--- config.mk ---
export PLATFORM = sky130hd
export DESIGN_NAME = axi_lite_slave_regfile
export DESIGN_NICKNAME = d
export VERILOG_FILES = /design/src/rtl/axi_lite_pkg.sv /design/src/rtl/axi_lite_addr_decode.sv /design/src/rtl/axi_lite_slave_regfile.sv
export SDC_FILE = /design/constraint.sdc
export NUM_CORES = 2
export LEC_CHECK = 0
export ABC_AREA = 1
export ABC_CLOCK_PERIOD_IN_PS = 5700
export CAP_MARGIN = 20
export CORE_AREA = 2 2 266 268
export DETAILED_ROUTE_END_ITERATION = 16
export DIE_AREA = 0 0 268 270
export PLACE_DENSITY = 0.66
export RECOVER_POWER = 25
export SLEW_MARGIN = 20
export SYNTH_ARGS = -nofsm -noshare
export SYNTH_HDL_FRONTEND = slang
export SYNTH_SLANG_ARGS = --single-unit
--- constraint.sdc ---
create_clock -name clk -period 5.7 [get_ports clk]
set_input_delay 1.14 -clock clk [delete_from_list [all_inputs] [get_ports clk]]
set_output_delay 1.14 -clock clk [all_outputs]
set_load 0.02 [all_outputs]
--- src/rtl/axi_lite_pkg.sv ---
// Shared AXI4-Lite definitions: response codes, register-file channel states,
// and a constant-friendly clog2 used to size address decode fields.
package axi_lite_pkg;

  localparam logic [1:0] RESP_OKAY   = 2'b00;
  localparam logic [1:0] RESP_EXOKAY = 2'b01;
  localparam logic [1:0] RESP_SLVERR = 2'b10;
  localparam logic [1:0] RESP_DECERR = 2'b11;

  typedef enum logic {
    WR_COLLECT = 1'b0,
    WR_RESP    = 1'b1
  } wr_state_e;

  typedef enum logic [1:0] {
    RD_IDLE = 2'b00,
    RD_PEND = 2'b01,
    RD_RESP = 2'b10
  } rd_state_e;

  // Ceiling log2; returns 0 for values of 0 or 1.
  function automatic int clog2(input int value);
    int r;
    r = 0;
    for (int v = value - 1; v > 0; v = v >> 1) begin
      r = r + 1;
    end
    return r;
  endfunction

endpackage

--- src/rtl/axi_lite_addr_decode.sv ---
// Byte address to register index converter; low byte-lane bits are dropped
// and in_range flags indices that fall past the last register.
module axi_lite_addr_decode
  import axi_lite_pkg::*;
#(
  parameter int ADDR_WIDTH = 32,
  parameter int DATA_WIDTH = 32,
  parameter int NUM_REGS   = 16,
  parameter int IDX_W      = 4
) (
  input  logic [ADDR_WIDTH-1:0] addr,
  output logic [IDX_W-1:0]      index,
  output logic                  in_range
);

  localparam int ADDR_LSB = clog2(DATA_WIDTH / 8);

  logic [ADDR_WIDTH-1:0] word_addr;

  assign word_addr = addr >> ADDR_LSB;
  assign index     = word_addr[IDX_W-1:0];
  // Compare the full word address so high address bits cannot alias in range.
  assign in_range  = (word_addr < ADDR_WIDTH'(NUM_REGS));

endmodule

--- src/rtl/axi_lite_slave_regfile.sv ---
// AXI4-Lite slave register file: independent AW/W capture, one outstanding
// write and one outstanding read, byte-strobe writes and flat register export.
module axi_lite_slave_regfile
  import axi_lite_pkg::*;
#(
  parameter int ADDR_WIDTH = 32,
  parameter int DATA_WIDTH = 32,
  parameter int NUM_REGS   = 16
) (
  input  logic                           clk,
  input  logic                           rst,
  input  logic [ADDR_WIDTH-1:0]          awaddr,
  input  logic                           awvalid,
  output logic                           awready,
  input  logic [DATA_WIDTH-1:0]          wdata,
  input  logic [DATA_WIDTH/8-1:0]        wstrb,
  input  logic                           wvalid,
  output logic                           wready,
  output logic [1:0]                     bresp,
  output logic                           bvalid,
  input  logic                           bready,
  input  logic [ADDR_WIDTH-1:0]          araddr,
  input  logic                           arvalid,
  output logic                           arready,
  output logic [DATA_WIDTH-1:0]          rdata,
  output logic [1:0]                     rresp,
  output logic                           rvalid,
  input  logic                           rready,
  output logic [NUM_REGS*DATA_WIDTH-1:0] regs_out,
  output logic [NUM_REGS-1:0]            reg_wr_pulse
);

  localparam int STRB_W = DATA_WIDTH / 8;
  localparam int IDX_W  = (NUM_REGS > 1) ? clog2(NUM_REGS) : 1;

  // Handshake rule on every channel: a transfer happens on the rising edge
  // where valid and ready are both high; ready/valid here are registered.

  wr_state_e             wr_state_q, wr_state_d;
  logic                  aw_held_q, aw_held_d;
  logic                  w_held_q, w_held_d;
  logic [ADDR_WIDTH-1:0] aw_addr_q, aw_addr_d;
  logic [DATA_WIDTH-1:0] w_data_q, w_data_d;
  logic [STRB_W-1:0]     w_strb_q, w_strb_d;
  logic                  awready_q, awready_d;
  logic                  wready_q, wready_d;
  logic                  bvalid_q, bvalid_d;
  logic [1:0]            bresp_q, bresp_d;
  logic [NUM_REGS-1:0]   pulse_q, pulse_d;
  logic [DATA_WIDTH-1:0] regs_q [NUM_REGS];
  logic [DATA_WIDTH-1:0] regs_d [NUM_REGS];

  rd_state_e             rd_state_q, rd_state_d;
  logic [ADDR_WIDTH-1:0] ar_addr_q, ar_addr_d;
  logic                  arready_q, arready_d;
  logic                  rvalid_q, rvalid_d;
  logic [DATA_WIDTH-1:0] rdata_q, rdata_d;
  logic [1:0]            rresp_q, rresp_d;

  logic [IDX_W-1:0]      wr_idx, rd_idx;
  logic                  wr_in_range, rd_in_range;

  axi_lite_addr_decode #(
    .ADDR_WIDTH(ADDR_WIDTH),
    .DATA_WIDTH(DATA_WIDTH),
    .NUM_REGS  (NUM_REGS),
    .IDX_W     (IDX_W)
  ) u_wr_decode (
    .addr    (aw_addr_q),
    .index   (wr_idx),
    .in_range(wr_in_range)
  );

  axi_lite_addr_decode #(
    .ADDR_WIDTH(ADDR_WIDTH),
    .DATA_WIDTH(DATA_WIDTH),
    .NUM_REGS  (NUM_REGS),
    .IDX_W     (IDX_W)
  ) u_rd_decode (
    .addr    (ar_addr_q),
    .index   (rd_idx),
    .in_range(rd_in_range)
  );

  always_comb begin
    wr_state_d = wr_state_q;
    aw_held_d  = aw_held_q;
    w_held_d   = w_held_q;
    aw_addr_d  = aw_addr_q;
    w_data_d   = w_data_q;
    w_strb_d   = w_strb_q;
    bresp_d    = bresp_q;
    pulse_d    = '0;
    for (int i = 0; i < NUM_REGS; i++) begin
      regs_d[i] = regs_q[i];
    end

    case (wr_state_q)
      WR_COLLECT: begin
        if (aw_held_q && w_held_q) begin
          // Commit one cycle after both halves are held.
          for (int i = 0; i < NUM_REGS; i++) begin
            if (wr_in_range && (wr_idx == IDX_W'(i))) begin
              pulse_d[i] = 1'b1;
              for (int b = 0; b < STRB_W; b++) begin
                if (w_strb_q[b]) begin
                  regs_d[i][b*8 +: 8] = w_data_q[b*8 +: 8];
                end
              end
            end
          end
          bresp_d    = wr_in_range ? RESP_OKAY : RESP_SLVERR;
          aw_held_d  = 1'b0;
          w_held_d   = 1'b0;
          wr_state_d = WR_RESP;
        end else begin
          if (awvalid && awready_q) begin
            aw_held_d = 1'b1;
            aw_addr_d = awaddr;
          end
          if (wvalid && wready_q) begin
            w_held_d = 1'b1;
            w_data_d = wdata;
            w_strb_d = wstrb;
          end
        end
      end
      WR_RESP: begin
        if (bready) begin
          wr_state_d = WR_COLLECT;
        end
      end
      default: wr_state_d = WR_COLLECT;
    endcase

    bvalid_d  = (wr_state_d == WR_RESP);
    awready_d = !aw_held_d && !bvalid_d;
    wready_d  = !w_held_d && !bvalid_d;
  end

  always_comb begin
    rd_state_d = rd_state_q;
    ar_addr_d  = ar_addr_q;
    rdata_d    = rdata_q;
    rresp_d    = rresp_q;

    case (rd_state_q)
      RD_IDLE: begin
        if (arvalid && arready_q) begin
          ar_addr_d  = araddr;
          rd_state_d = RD_PEND;
        end
      end
      RD_PEND: begin
        // Sampled from regs_q, so a same-edge write commit is not visible.
        rdata_d = '0;
        for (int i = 0; i < NUM_REGS; i++) begin
          if (rd_in_range && (rd_idx == IDX_W'(i))) begin
            rdata_d = regs_q[i];
          end
        end
        rresp_d    = rd_in_range ? RESP_OKAY : RESP_SLVERR;
        rd_state_d = RD_RESP;
      end
      RD_RESP: begin
        if (rready) begin
          rd_state_d = RD_IDLE;
        end
      end
      default: rd_state_d = RD_IDLE;
    endcase

    rvalid_d  = (rd_state_d == RD_RESP);
    arready_d = (rd_state_d == RD_IDLE);
  end

  always_ff @(posedge clk) begin
    if (rst) begin
      wr_state_q <= WR_COLLECT;
      aw_held_q  <= 1'b0;
      w_held_q   <= 1'b0;
      aw_addr_q  <= '0;
      w_data_q   <= '0;
      w_strb_q   <= '0;
      awready_q  <= 1'b0;
      wready_q   <= 1'b0;
      bvalid_q   <= 1'b0;
      bresp_q    <= 2'b00;
      pulse_q    <= '0;
      for (int i = 0; i < NUM_REGS; i++) begin
        regs_q[i] <= '0;
      end
      rd_state_q <= RD_IDLE;
      ar_addr_q  <= '0;
      arready_q  <= 1'b0;
      rvalid_q   <= 1'b0;
      rdata_q    <= '0;
      rresp_q    <= 2'b00;
    end else begin
      wr_state_q <= wr_state_d;
      aw_held_q  <= aw_held_d;
      w_held_q   <= w_held_d;
      aw_addr_q  <= aw_addr_d;
      w_data_q   <= w_data_d;
      w_strb_q   <= w_strb_d;
      awready_q  <= awready_d;
      wready_q   <= wready_d;
      bvalid_q   <= bvalid_d;
      bresp_q    <= bresp_d;
      pulse_q    <= pulse_d;
      for (int i = 0; i < NUM_REGS; i++) begin
        regs_q[i] <= regs_d[i];
      end
      rd_state_q <= rd_state_d;
      ar_addr_q  <= ar_addr_d;
      arready_q  <= arready_d;
      rvalid_q   <= rvalid_d;
      rdata_q    <= rdata_d;
      rresp_q    <= rresp_d;
    end
  end

  assign awready      = awready_q;
  assign wready       = wready_q;
  assign bvalid       = bvalid_q;
  assign bresp        = bresp_q;
  assign arready      = arready_q;
  assign rvalid       = rvalid_q;
  assign rdata        = rdata_q;
  assign rresp        = rresp_q;
  assign reg_wr_pulse = pulse_q;

  for (genvar gi = 0; gi < NUM_REGS; gi++) begin : g_regs_out
    assign regs_out[gi*DATA_WIDTH +: DATA_WIDTH] = regs_q[gi];
  end

endmodule

# [After elaboration in Yosys (flattened, before gate mapping)]
# Memories as Yosys holds them, arrays and structs flattened.
# Index checks and enable logic that the tools add are counted.
[op_classes] order_cmp=2 n_eq_ne=33 n_mux=147 bitwise_logic=18 reduce_logical=50
[ops] cell="$mux W32" count=48
[ops] cell="$mux W512" count=2
[ops] cell="$mux W8" count=64
[ops] cell="$eq A4 B4 Y1 const B" count=16
[ops] cell="$lt A30 B5 Y1 const B" count=2
[ops] cell="$logic_and A1 B1 Y1" count=38
[ops] cell="$eq A4 B3 Y1 const B" count=8
[ops] cell="$mux W1" count=27
[ops] cell="$eq A4 B2 Y1 const B" count=4
[ops] cell="$or A1 B1 Y1" count=16
[ops] cell="$eq A4 B1 Y1 const B" count=2
[ops] cell="$logic_not A4 Y1" count=2
[ops] cell="$mux W2" count=4
[ops] cell="$pmux W2 S3" count=1
[ops] cell="$reduce_and A3 Y1" count=2
[ops] cell="$eq A2 B2 Y1 const B" count=2
[ops] cell="$logic_not A2 Y1" count=2
[ops] cell="$reduce_and A2 Y1" count=2
[ops] cell="$logic_not A1 Y1" count=3
[ops] cell="$reduce_or A3 Y1" count=1
[ops] cell="$eq A2 B1 Y1 const B" count=1
[ops] cell="$not A1 Y1" count=2
[ops] cell="$pmux W1 S2" count=1
[totals] register_bits=161 mem_bits_rw=512 in_bits=107 out_inout_bits=569 elab_cells=267 memories=1
[memory_table] memory="regs_q" words=16 width=32 rd=16 rd_clocked_by_memory_dff=0 write_ports=16 line="axi_lite_slave_regfile.sv:50" source="logic [DATA_WIDTH-1:0] regs_q [NUM_REGS];"

# [Longest topological paths before layout]
[logic_depth] word_depth=18 depth_mapped=17 depth_no_buf=15

# [Hierarchy]
# From an unflattened synthesis, not the netlist that was laid out.
[hier_totals] hier_cells=3930 area_unflattened_um2=27900.5
[modules_own_cells] module="axi_lite_slave_regfile" n_inst=1 cells_per_inst=3872 area_per_inst_um2=27642.8 seq_area_each_um2=13432.9
[modules_own_cells] module="axi_lite_addr_decode" n_inst=2 cells_per_inst=29 area_per_inst_um2=128.9 seq_area_each_um2=0.0

# [Worst setup path before layout]
# OpenSTA, ideal clock, no wires.
[synth_path] kind="flip-flop to flip-flop" start="register aw_addr_q[20]" end="memory regs_q[12][6] (netlist: regs_q[1][134])" setup_time_ns=0.128 t_arrival_ns=2.150 t_required_ns=5.572 path_slack_ns=3.422 path_stages_with_launch=11 path_buffers=1 synth_period_minus_slack_ns=2.278 path_cell_list="dfxtp_1 or4_1 nor4_2 nand2_2 nor2_1 inv_2 nor3_2 nand2_1 clkbuf_1 o21ai_0 a21oi_1"
[synth_rtl] element="start, declared" line="axi_lite_slave_regfile.sv:42" source="logic [ADDR_WIDTH-1:0] aw_addr_q, aw_addr_d;"
[synth_rtl] element="start signal, assigned" line="axi_lite_slave_regfile.sv:203" source="aw_addr_q <= aw_addr_d;"
[synth_rtl] element="end, declared" line="axi_lite_slave_regfile.sv:50"

# [Worst setup path in the final report]
[layout_path] start="input arvalid" end="register ar_addr_q[5]"
[layout_via] elab_chain_cells=2
[layout_rtl] element="start, declared" line="axi_lite_slave_regfile.sv:23" source="input logic arvalid,"
[layout_rtl] element="$logic_and A1 B1 Y1" line="axi_lite_slave_regfile.sv:149" source="if (arvalid && arready_q) begin"
[layout_rtl] element="$reduce_and A2 Y1 (no source line)"
[layout_rtl] element="end signal, assigned" line="axi_lite_slave_regfile.sv:215" source="ar_addr_q <= ar_addr_d;"
[layout_rtl] element="end, declared" line="axi_lite_slave_regfile.sv:54" source="logic [ADDR_WIDTH-1:0] ar_addr_q, ar_addr_d;"
# Every way passes these cells.
# A chain may end at the register's enable or synchronous reset.

==> qor.csv <==
stage,metric,value,unit
floorplan,core_area,69500,µm²
logic_synthesis,yosysMostFrequentCell,nor2_1,
detailed_routing,vias,26200,
clock_network,cts_root_buf,clkbuf_16,
grt,antenna_found_initial,7,
logic_synthesis,synth_mux_area_share,0,%
logic_synthesis,synth_seq_area_share,49.2,%
critical_path,crit_start,arvalid,
timing,slew_viol_final,44,
detailed_routing,met1_length,46700,µm
timing,worst-slew-pin-transition,1.69,ns
detailed_routing,dr.pass1.iters,5,
critical_path,worstReg2RegEnd,regs_q[1][31]$_SDFFE_PP0P_,
flow_run,max-cap-violations,1,
final_layout,areaGrowthSynthToFinish,35.5,%
grt,grt_usage,29.7,%
logic_synthesis,synth_top_cell_by_area,dfxtp_1,
floorplan,fp.dieW,268,µm
floorplan,die_area,72400,µm²
critical_path,critical_path_class,in -> reg,
clock_network,cts_buffer_depth,3,
timing,fin_crit_sh,63.4,%
logic_synthesis,async_flop_share,0,%
timing,whs,0.461,ns
power,irDropWorstVdd,0.166,mV
clock_network,cts_resized,0,
final_layout,final_area,36800,µm²
placement,place_ws,2.14,ns
logic_synthesis,synthXorXnorAreaFrac,0,%
detailed_routing,post_drt_wl_per_cell,22.4,µm
floorplan,boundaryPins,676,
status,run_status,"complete, but fails checks",
logic_synthesis,synth_edf_count,0,
floorplan,start_util,39.0,%
detailed_routing,drtIter0Drc,2212,
clock_network,tritoncts,yes,
logic_synthesis,syn_avg_cell_area,7.89,µm²
detailed_routing,top_layer,met5,
logic_synthesis,synth_compound_area_share,18.0,%
logic_synthesis,synthTopCellsByCount,"749 x nor2_1, 667 x dfxtp_1, 450 x nand2_1, 356 x a211oi_1, 202 x a21oi_1",
clock_network,post_cts_buffers,0,
hold_path,hp-class,reg -> reg,
placement,dp_hpwl,80800,µm
clock_network,cts_buffers,74,
logic_synthesis,synth-simple-area-share,26.3,%
grt,grt_pass1_wl,161000,µm
status,failed_checks,"max-capacitance violations, max-slew violations",
logic_synthesis,synth_top_area_share,49.2,%
logic_synthesis,ys.flop_type,dfxtp_1,
grt,overflow,0,
clock_network,cts.sinks,667,
clock_network,clkLatencyLatePin,0.62,ns
detailed_routing,drtAntennaViolNets,0,
logic_synthesis,ys_warn_count,0,
critical_path,path_depth,6,
detailed_routing,wl_met3,9010,µm
critical_path,crit_fanout,31,
critical_path,max_stage_delay,1.00,ns
timing,setup_tns,0,ns
final_layout,final_cell_count_no_fill,4953,
placement,port_buffers,669,
critical_path,crit_path_top_delay_cell,clkbuf_1,
floorplan,fp-row-count,97,
clock_network,cts.reportedPaths.clkPinSlew,0.06,ns
final_layout,layout-drive-gt1-share,6.88,%
final_layout,post-route-util,52.9,%
timing,fin_skew,0.0169,ns
critical_path,start_kind,input port,
grt,grt_pass1_vias,24100,
critical_path,reg2reg_slack,2.14,ns
detailed_routing,dr_wl_met2,50100,µm
timing,finalSetupViolations,0,
logic_synthesis,synth_top_family_by_area,simple AND/OR/NAND/NOR gates,
timing,max_slew_margin,-12.8,%
hold_path,min-delay-start,rdata[14]$_SDFFE_PP0N_,
critical_path,cp_top_family,buffers and inverters,
detailed_routing,routed_wl,111000,µm
critical_path,crit_chain,dlygate4sd3_1 -> nand3_1 -> nor2_1 -> clkbuf_1 -> nand2_1 -> o21ai_0,
critical_path,required,6.23,ns
logic_synthesis,synthDistinctLibCells,31,
power,power.leakage,13.2,nW
timing,period_needed,3.61,ns
logic_synthesis,ys_ff_latch,667,
critical_path,path_buf_inv,2,
detailed_routing,viasPerCell,5.28,
placement,place_area,34200,µm²
floorplan,dieHeight,270,µm
logic_synthesis,synth_area_leaders,"dfxtp_1 49%, nor2_1 10%, a211oi_1 9.8%, nand2_1 6.2%, a21oi_1 3.7%",
critical_path,r2r-start,aw_addr_q[20]$_SDFFE_PP0P_,
grt,grt_max_degree,193,
timing,finalWorstSetupSlack,2.09,ns
timing,hold_violations,0,
final_layout,layout.nets,4062,
power,p_per_area,280,nW/µm²
placement,gp_congestion,0.945,
placement,place_inst,4817,
hold_path,whs_path_depth,2,
critical_path,cp-end-kind,register,
critical_path,arrival,4.14,ns
logic_synthesis,syn_area,27100,µm²
critical_path,reg2reg_depth,9,
logic_synthesis,netlist_instances,3438,
power,p_total,10.3,mW
detailed_routing,drc_errors,0,
clock_network,cts_hold_buf,0,
timing,grt_setup_unrepaired,false,
critical_path,worstSetupEndpoint,ar_addr_q[5]$_SDFFE_PP0P_,
clock_network,h-tree-depth,3,
logic_synthesis,synthAdderAreaFrac,0,%
timing,fmax,277,MHz
[layout make-up]
type                       instances  area [µm²]
antenna                            2        5.00
clock buffer                     109        2250
clock inverter                    23         264
fill                            6703       32800
inverter                         161         612
multi-input combinational       2350       12100
sequential                       667       13400
tap                              940        1180
timing repair buffer             701        6970
[layout by cell type, fill, tap and decap left out, drive strengths merged, types with 111 or more instances in the layout]
master,instances
a211oi,384
a21oi,202
clkbuf,111
clkdlybuf4s50,408
dfxtp,667
dlygate4sd3,260
inv,163
nand2,455
nand3,171
nand4,129
nor2,805
o21ai,169
[sequential cells by signal, indices dropped and copies added (netlist names)]
signal,flops
w_held_q,1
w_strb_q,4
ar_addr_q,30
bvalid,1
arready,1
reg_wr_pulse,16
aw_addr_q,30
wready,1
rvalid,1
bresp,1
w_data_q,32
rresp,1
regs_q,512
awready,1
rd_state_q,2
rdata,32
aw_held_q,1
[routing by layer]
layer  global-route usage (%)  vias to the layer above
met4                     12.7                       10
met2                     47.0                      980
met3                     7.04                      223
met1                     38.5                    12100
li1                         -                    12800
met5                        0                        -
[where the power goes]
part	switching, mW	internal [mW]	total (mW)
Sequential	0.0365	4.72	4.75
Clock	1.99	2.93	4.92
Combinational	0.472	0.143	0.615
Total	2.50	7.79	10.3
[worst register-to-register path, stage by stage, from the launching register on]
cell and delay (ns):
dfxtp_1 0.30, or4_1 0.54, nor4_2 0.31, nand2_2 0.32, nor2_1 0.24, inv_2 0.11, nor3_2 0.58, nand2_1 0.62
o21ai_0 0.34, a21oi_1 0.06
[logic make-up (layout without fill, tap and decap cells)]
logic type | after synthesis | in the layout
simple gates | 1592 | 1592
flops | 667 | 667
buf+inv | 422 | 994
compound gates | 756 | 756
other cells | 1 | 4
[worst min path at each step]
stage                                    end  slack [ns]
global route          rdata[16]$_SDFFE_PP0N_        0.48
CTS                    rdata[9]$_SDFFE_PP0N_        0.46
finish                rdata[14]$_SDFFE_PP0N_        0.46
global placement    w_strb_q[0]$_SDFFE_PP0P_        0.45
floorplan           w_strb_q[0]$_SDFFE_PP0P_        0.43
detailed placement     rdata[9]$_SDFFE_PP0N_        0.46
Note: power is estimated with default switching activity, not from simulation.
